===== src/rtl/fifo_pkg.sv =====
// Shared constants and state encoding for the FIFO burst reader.
package fifo_pkg;

  localparam int FIFO_WIDTH_DEF    = 16;
  localparam int FIFO_LENWIDTH_DEF = 5;

  localparam logic [15:0] WORD_COUNT_MAX = 16'hFFFF;

  typedef enum logic [1:0] {
    IDLE,
    ISSUE,
    WAIT,
    HOLD
  } rd_state_e;

endpackage


===== src/rtl/fifo_reader_if.sv =====
// Control, FIFO-side and output-side signals of the burst reader.
// slave: the reader itself; master: whoever drives start/FIFO/ready.
interface fifo_reader_if #(
  parameter int WIDTH    = fifo_pkg::FIFO_WIDTH_DEF,
  parameter int LENWIDTH = fifo_pkg::FIFO_LENWIDTH_DEF
);

  logic                start;
  logic [LENWIDTH-1:0] burst_len;
  logic                busy;
  logic                done;
  logic                fifo_empty;
  logic                fifo_pop;
  logic [WIDTH-1:0]    fifo_data;
  logic [WIDTH-1:0]    dout;
  logic                dout_valid;
  logic                dout_ready;

  modport slave (
    input  start, burst_len, fifo_empty, fifo_data, dout_ready,
    output busy, done, fifo_pop, dout, dout_valid
  );

  modport master (
    output start, burst_len, fifo_empty, fifo_data, dout_ready,
    input  busy, done, fifo_pop, dout, dout_valid
  );

endinterface


===== src/rtl/fifo_reader.sv =====
// Drains burst_len words from a FIFO, one word per three cycles, into a held output register.
// Optional FIFO_READER_STATS_EN adds a saturating word_count of accepted output words.
module fifo_reader
  import fifo_pkg::*;
#(
  parameter int WIDTH    = FIFO_WIDTH_DEF,
  parameter int LENWIDTH = FIFO_LENWIDTH_DEF
) (
  input  logic          clock,
  input  logic          reset,
`ifdef FIFO_READER_STATS_EN
  output logic [15:0]   word_count,
`endif
  fifo_reader_if.slave  bus
);

  rd_state_e           state_q;
  logic [LENWIDTH-1:0] remaining_q;
  logic [LENWIDTH-1:0] remaining_d;
  logic [WIDTH-1:0]    dout_q;
  logic                dout_valid_q;
  logic                done_q;
  logic                busy_q;
  logic                handshake;

  assign handshake   = dout_valid_q && bus.dout_ready;
  // Never wraps: remaining is only loaded with non-zero lengths and leaves HOLD at 1.
  assign remaining_d = remaining_q - LENWIDTH'(1);

  always_ff @(posedge clock) begin
    if (!reset) begin
      state_q      <= IDLE;
      remaining_q  <= '0;
      dout_q       <= '0;
      dout_valid_q <= 1'b0;
      done_q       <= 1'b0;
      busy_q       <= 1'b0;
    end else begin
      done_q <= 1'b0;
      unique case (state_q)
        IDLE: begin
          if (bus.start) begin
            if (bus.burst_len != '0) begin
              remaining_q <= bus.burst_len;
              busy_q      <= 1'b1;
              state_q     <= ISSUE;
            end else begin
              done_q <= 1'b1;
            end
          end
        end
        ISSUE: begin
          if (!bus.fifo_empty) begin
            state_q <= WAIT;
          end
        end
        WAIT: begin
          dout_q       <= bus.fifo_data;
          dout_valid_q <= 1'b1;
          state_q      <= HOLD;
        end
        HOLD: begin
          if (handshake) begin
            remaining_q  <= remaining_d;
            dout_valid_q <= 1'b0;
            if (remaining_q == LENWIDTH'(1)) begin
              busy_q  <= 1'b0;
              done_q  <= 1'b1;
              state_q <= IDLE;
            end else begin
              state_q <= ISSUE;
            end
          end
        end
        default: state_q <= IDLE;
      endcase
    end
  end

  // The pop is combinational so the FIFO advances in the same cycle it is seen non-empty.
  assign bus.fifo_pop   = (state_q == ISSUE) && !bus.fifo_empty;
  assign bus.busy       = busy_q;
  assign bus.done       = done_q;
  assign bus.dout       = dout_q;
  assign bus.dout_valid = dout_valid_q;

`ifdef FIFO_READER_STATS_EN
  logic [15:0] word_count_q;

  always_ff @(posedge clock) begin
    if (!reset) begin
      word_count_q <= '0;
    end else if (handshake && (word_count_q != WORD_COUNT_MAX)) begin
      word_count_q <= word_count_q + 16'd1;
    end
  end

  assign word_count = word_count_q;
`endif

endmodule


===== src/flat_wrapper.sv =====
// flat-port wrapper written by rule: the top's interface ports become plain ports
module fifo_reader_flat import fifo_pkg::*;
#(
  parameter int WIDTH    = FIFO_WIDTH_DEF,
  parameter int LENWIDTH = FIFO_LENWIDTH_DEF
)
  (clock, reset, bus_start, bus_burst_len, bus_fifo_empty, bus_fifo_data, bus_dout_ready, bus_busy, bus_done, bus_fifo_pop, bus_dout, bus_dout_valid);
  fifo_reader_if #(.WIDTH(WIDTH), .LENWIDTH(LENWIDTH)) bus_i ();
  input  logic clock;
  input  logic reset;
  input wire logic [$bits(bus_i.start)-1:0] bus_start;
  input wire logic [$bits(bus_i.burst_len)-1:0] bus_burst_len;
  input wire logic [$bits(bus_i.fifo_empty)-1:0] bus_fifo_empty;
  input wire logic [$bits(bus_i.fifo_data)-1:0] bus_fifo_data;
  input wire logic [$bits(bus_i.dout_ready)-1:0] bus_dout_ready;
  output wire logic [$bits(bus_i.busy)-1:0] bus_busy;
  output wire logic [$bits(bus_i.done)-1:0] bus_done;
  output wire logic [$bits(bus_i.fifo_pop)-1:0] bus_fifo_pop;
  output wire logic [$bits(bus_i.dout)-1:0] bus_dout;
  output wire logic [$bits(bus_i.dout_valid)-1:0] bus_dout_valid;
  assign bus_i.start = bus_start;
  assign bus_i.burst_len = bus_burst_len;
  assign bus_i.fifo_empty = bus_fifo_empty;
  assign bus_i.fifo_data = bus_fifo_data;
  assign bus_i.dout_ready = bus_dout_ready;
  assign bus_busy = bus_i.busy;
  assign bus_done = bus_i.done;
  assign bus_fifo_pop = bus_i.fifo_pop;
  assign bus_dout = bus_i.dout;
  assign bus_dout_valid = bus_i.dout_valid;
  fifo_reader #(.WIDTH(WIDTH), .LENWIDTH(LENWIDTH)) u_core (.clock(clock), .reset(reset), .bus(bus_i));
endmodule

===== config.mk =====
export PLATFORM = sky130hd
export DESIGN_NAME = fifo_reader_flat
export DESIGN_NICKNAME = d
export VERILOG_FILES = /design/src/rtl/fifo_pkg.sv /design/src/rtl/fifo_reader_if.sv /design/src/rtl/fifo_reader.sv /design/src/flat_wrapper.sv
export SDC_FILE = /design/constraint.sdc
export NUM_CORES = 1
export LEC_CHECK = 0
export BUFFER_PORTS_ARGS = -buffer_cell sky130_fd_sc_hd__buf_2
export CELL_PAD_IN_SITES_DETAIL_PLACEMENT = 1
export CELL_PAD_IN_SITES_GLOBAL_PLACEMENT = 1
export CORE_MARGIN = 1.5
export CORE_UTILIZATION = 33
export CTS_BUF_LIST = sky130_fd_sc_hd__clkbuf_2
export CTS_CLUSTER_SIZE = 16
export DETAILED_ROUTE_END_ITERATION = 12
export PLACE_DENSITY_LB_ADDON = 0.1
export SLEW_MARGIN = 0
export SYNTH_ARGS = -nofsm -noshare
export SYNTH_HDL_FRONTEND = slang
export SYNTH_SLANG_ARGS = --single-unit

===== constraint.sdc =====
create_clock -name clock -period 1.7 [get_ports clock]
set_input_delay 0.34 -clock clock [delete_from_list [all_inputs] [get_ports clock]]
set_output_delay 0.34 -clock clock [all_outputs]
set_load 0.1 [all_outputs]

# Word-level counts from Yosys, hierarchy flattened
# Index checks and enable logic that the tools add are counted.
[word_totals]
register_bits = 26
out_inout_bits = 20
word_cells = 49
[classes]
n_addsub = 1
eq_ne = 9
muxes = 22
reduce_logical = 11
[op_table]
columns = ["op", "count"]
rows = [
  ["5-bit 2-to-1 mux", 3],
  ["1-bit 2-to-1 mux", 10],
  ["5-bit one-hot mux with 2 select lines", 1],
  ["2-bit 2-to-1 mux", 4],
  ["2-bit one-hot mux with 4 select lines", 1],
  ["4-bit AND reduction", 2],
  ["2-bit by 1-bit != test with 1-bit output, second input constant", 3],
  ["1-bit one-hot mux with 2 select lines", 3],
  ["5-bit by 1-bit == test with 1-bit output, second input constant", 1],
  ["5-bit AND reduction", 1],
  ["5-bit nonzero test", 1],
  ["5-bit by 1-bit subtractor with 5-bit output, second input constant", 1],
  ["2-bit == test, second input constant", 2],
  ["2-bit != test, second input constant", 2],
  ["2-bit nonzero test", 2],
  ["2-bit by 1-bit == test with 1-bit output, second input constant", 1],
  ["1-bit logical AND", 2],
  ["2-bit logical NOT", 1],
  ["2-bit AND reduction", 1],
  ["1-bit logical NOT", 1],
]

# Longest topological paths before layout
[logic_depth]
depth_word = 4
ltp_mapped = 7

# Worst setup path after synthesis
# OpenSTA, ideal clock, no wires.
[synth_timing]
path_kind = "register to output"
start = "reg u_core.state_q[1]"
end = "out bus_fifo_pop"
t_arrival_ns = 1.902
required_ns = 1.360
slack_ns = -0.542
stages_incl_launch_ff = 4
n_path_buf = 0
cell_sequence = "dfxtp_1 -> inv_1 -> ha_1 -> nor2b_1"
[synth_between]
elab_chain_cells = 2
[synth_rtl]
columns = ["element", "line", "rtl"]
rows = [
  ["start, declared", "fifo_reader.sv:17", "rd_state_e state_q;"],
  ["start signal, assigned", "fifo_reader.sv:32", "state_q <= IDLE;"],
  ["start signal, assigned", "fifo_reader.sv:46", "state_q <= ISSUE;"],
  ["start signal, assigned", "fifo_reader.sv:54", "state_q <= WAIT;"],
  ["2-bit by 1-bit == test with 1-bit output", "fifo_reader.sv:81", "assign bus.fifo_pop = (state_q == ISSUE) && !bus.fifo_empty;"],
  ["1-bit logical AND", "fifo_reader.sv:81", ""],
  ["end, declared", "flat_wrapper.sv:18", "output wire logic [$bits(bus_i.fifo_pop)-1:0] bus_fifo_pop;"],
]
# No other way between the ends.

# Worst setup path in the final report
[layout_timing]
start = "reg u_core.state_q[1]"
end = "reg u_core.state_q[1]"
[layout_between]
elab_chain_cells = 3
elab_cells_between_ends = 10
classes_between = "eq/ne (7); mux (1); reduce/logical (2)"
[layout_rtl]
columns = ["element", "line", "rtl"]
rows = [
  ["2-bit by 1-bit == test with 1-bit output, or another cell as far along", "fifo_reader.sv:40", "unique case (state_q)"],
  ["2-bit != test (no line) or 2-bit by 1-bit != test with 1-bit output (tied branches)", "--", ""],
  ["4-bit AND reduction (no line)", "--", ""],
]
# Several ways; a longest one is shown, not always the timed one.
# A chain may end at the register's enable or synchronous reset.

==> results_dict.tcl <==
set metrics [dict create \
    fin_total_pwr_mw 3.50 \
    root_buffer "clkbuf_2" \
    antenna_found_initial 0 \
    dr.pass1.iters 3 \
    drive_gt1_share_pct 38.9 \
    intPower_mw 1.74 \
    ff_latch_area_um2 527 \
    core_area_um2 3660 \
    ant_nets 0 \
    worstSetupPathType "reg2reg" \
    multiInputGateArea_um2 698 \
    clockBufferDepth 2 \
    slew_violations 0 \
    synth_seq_cells 26 \
    period_share_pct 95.9 \
    clkLatencyLatePin_ns 0.35 \
    numCtsBuffers 3 \
    yosys.cell_types.count 35 \
    start_kind "register" \
    synthCells 136 \
    die-area_um2 4190 \
    cts_tree "done" \
    grt_overflow 0 \
    hpwl_mm 2.49 \
    synthesis.nets 168 \
    route.detailed.drc 0 \
    grt_pass1_vias 1117 \
    fillCellCount 459 \
    p_sw_mw 1.76 \
    endpoint_kind "register" \
    crit_fanout 4 \
    final_area_um2 1720 \
    io_pins 46 \
    rsz0062_at_grt "yes" \
    pwr-share-seq_pct 26.2 \
    grt_pass1_wl_mm 5.22 \
    slew_headroom_pct 67.3 \
    p_leak_nw 0.761 \
    yosys.area.top_type "dfxtp_1" \
    synth_area_um2 1260 \
    ys_warn_count 0 \
    post_drt_wl_per_cell_um 13.7 \
    synth_area_leaders "dfxtp_1, mux2i_1, nor2_1" \
    fin_nets 223 \
    p_comb_share_pct 62.8 \
    synth_edf_count 0 \
    worstMarginPinSlew_ns 0.494 \
    swShare_pct 50.2 \
    required_ns 1.98 \
    clkPwrFrac_pct 11.0 \
    antennaDiodeCount 0 \
    syn_area_per_cell_um2 9.24 \
    powerDensity_nw_per_um2 2040 \
    dieWidth_um 64.7 \
    path_clk_slew_ns 0.26 \
    htreeDepth 1 \
    cts.sinks 26 \
    start_util_pct 34.3 \
    hold_path_class "in2reg" \
    async_reset_ff_share_pct 0 \
    routed_wl_mm 3.27 \
    track_usage_pct 16.1 \
    row_count 22 \
    num_vias 1188 \
    place_congestion 0.754 \
    max_cap_violations 0 \
    outcome "complete, no violations" \
    viasPerCell 4.99 \
    synthToLayoutAreaGrowth_pct 36.8 \
    port-buffer-count 45 \
    cp.arrival_ns 1.91 \
    peakVddDrop_mv 1.05 \
    fmax_mhz 613 \
    synth_flop_cell "dfxtp_1" \
    synth-seq-area-share_pct 41.4 \
    finalSetupViolCount 0 \
    final_hold_viol_count 0 \
    skew_ns 0.0236 \
    die_h_um 64.7 \
    postPlaceCellArea_um2 1610 \
    grt_max_degree 18 \
    period_minus_slack_ns 1.63 \
    drt_iter0_markers 21 \
    synth.top_cell.area_share_pct 41.4 \
]
-- worst paths after layout --
check,from,to,slack (ns),cells past startpoint
max,u_core.state_q[1],u_core.state_q[1],0.07,7
min,bus_fifo_data[6],u_core.bus.dout[6],0.19,3
max reg2reg,u_core.state_q[1],u_core.state_q[1],0.07,7
min reg2reg,u_core.bus.busy,u_core.bus.busy,0.50,2
-- flip-flops by register name (all words and copies together) (netlist names) --
| signal | count |
|---|---|
| u_core.state_q | 2 |
| u_core.remaining_q | 5 |
| u_core.bus.busy | 1 |
| u_core.bus.dout | 16 |
| u_core.bus.done | 1 |
| u_core.bus.dout_valid | 1 |
-- stage by stage --
stage	util, %	std cells	setup slack (ns)	hold WS (ns)	setup TNS [ns]
after global placement	43.9	231	0.0442	0.463	0
after CTS	45.4	236	0.00524	0.183	0
after global routing	46.9	238	-0.0431	0.147	-0.0476
after floorplan	-	136	-0.0128	0.443	-0.0128
after detailed placement	43.9	231	0.00227	0.481	0
final	46.9	238	0.0690	0.188	0
-- power by group through the flow --
stage               Combinational, mW  Sequential (mW)  Clock [mW]
floorplan                       0.874             1.60           0
global placement                 2.00            0.913           0
detailed placement               2.04            0.931           0
CTS                              2.06            0.919       0.393
global route                     2.35            0.937       0.431
finish                           2.20            0.916       0.386
-- cells in the mapped netlist (all sizes together) (2+ instances only) --
cell / instances
dfxtp: 26
nor2: 22
mux2i: 17
nand2: 9
inv: 7
ha: 6
clkbuf: 5
a21oi: 4
nor2b: 4
nor3: 4
buf: 3
o21ai: 3
o32ai: 3
nand2b: 2
o22ai: 2
o311a: 2
o31ai: 2
-- placed cells by master (no fill, tap or decap), types with 2 or more instances in the layout --
| cell | count |
|---|---|
| buf_6 | 3 |
| clkbuf_2 | 3 |
| mux2i_1 | 17 |
| a21oi_1 | 4 |
| nor3_1 | 4 |
| nand2_1 | 9 |
| buf_4 | 9 |
| buf_2 | 44 |
| o21ai_2 | 2 |
| inv_1 | 7 |
| ha_1 | 6 |
| o311a_1 | 2 |
| dfxtp_2 | 2 |
| buf_12 | 2 |
| o32ai_1 | 2 |
| o22ai_1 | 2 |
| nor2b_1 | 3 |
| nor2_1 | 22 |
| nand2b_1 | 2 |
| dfxtp_1 | 23 |
-- logic make-up (layout without fill, tap and decap cells) --
kind of cell,after synthesis,after routing,synth area share [%]
AND/OR/NAND/NOR,50,50,19.2
flip-flops,26,26,41.4
AO/OA/AOI/OAI,22,22,14.3
multiplexers,17,17,13.5
buffers and inverters,15,69,5.48
adder cells (fa/ha/maj),6,6,5.98
-- critical path: stages (launching register included) --
cell and delay, ns:
dfxtp_2 0.37, buf_4 0.14, ha_1 0.19, a21bo_4 0.19, o211ai_4 0.09, buf_6 0.14, or3b_1 0.35, a21oi_1 0.12
-- metal layers --
layer	GRT usage [%]	vias to the layer above	wire length [µm]
li1	-	580	-
met1	19.3	577	1410
met2	28.9	29	1700
met3	4.69	2	152
met4	2.39	0	13
met5	0	-	0
-- layout make-up --
| class | count | share of cell area [%] |
|---|---|---|
| clock buffers | 3 | 0.874 |
| repair buffers | 58 | 21.0 |
| clock inverters | 1 | 1.75 |
| flip-flops and latches | 26 | 30.7 |
| well taps | 48 | 3.50 |
| inverters | 7 | 1.53 |
| multi-input cells | 95 | 40.6 |
-- timing repair --
action,in CTS,in global routing
buffers inserted,1,2
gates resized for setup,1,9
pin swaps,0,0
endpoints found under the setup margin,1,8
hold buffers,0,0
No activity file was read; power rests on OpenSTA's default activity.
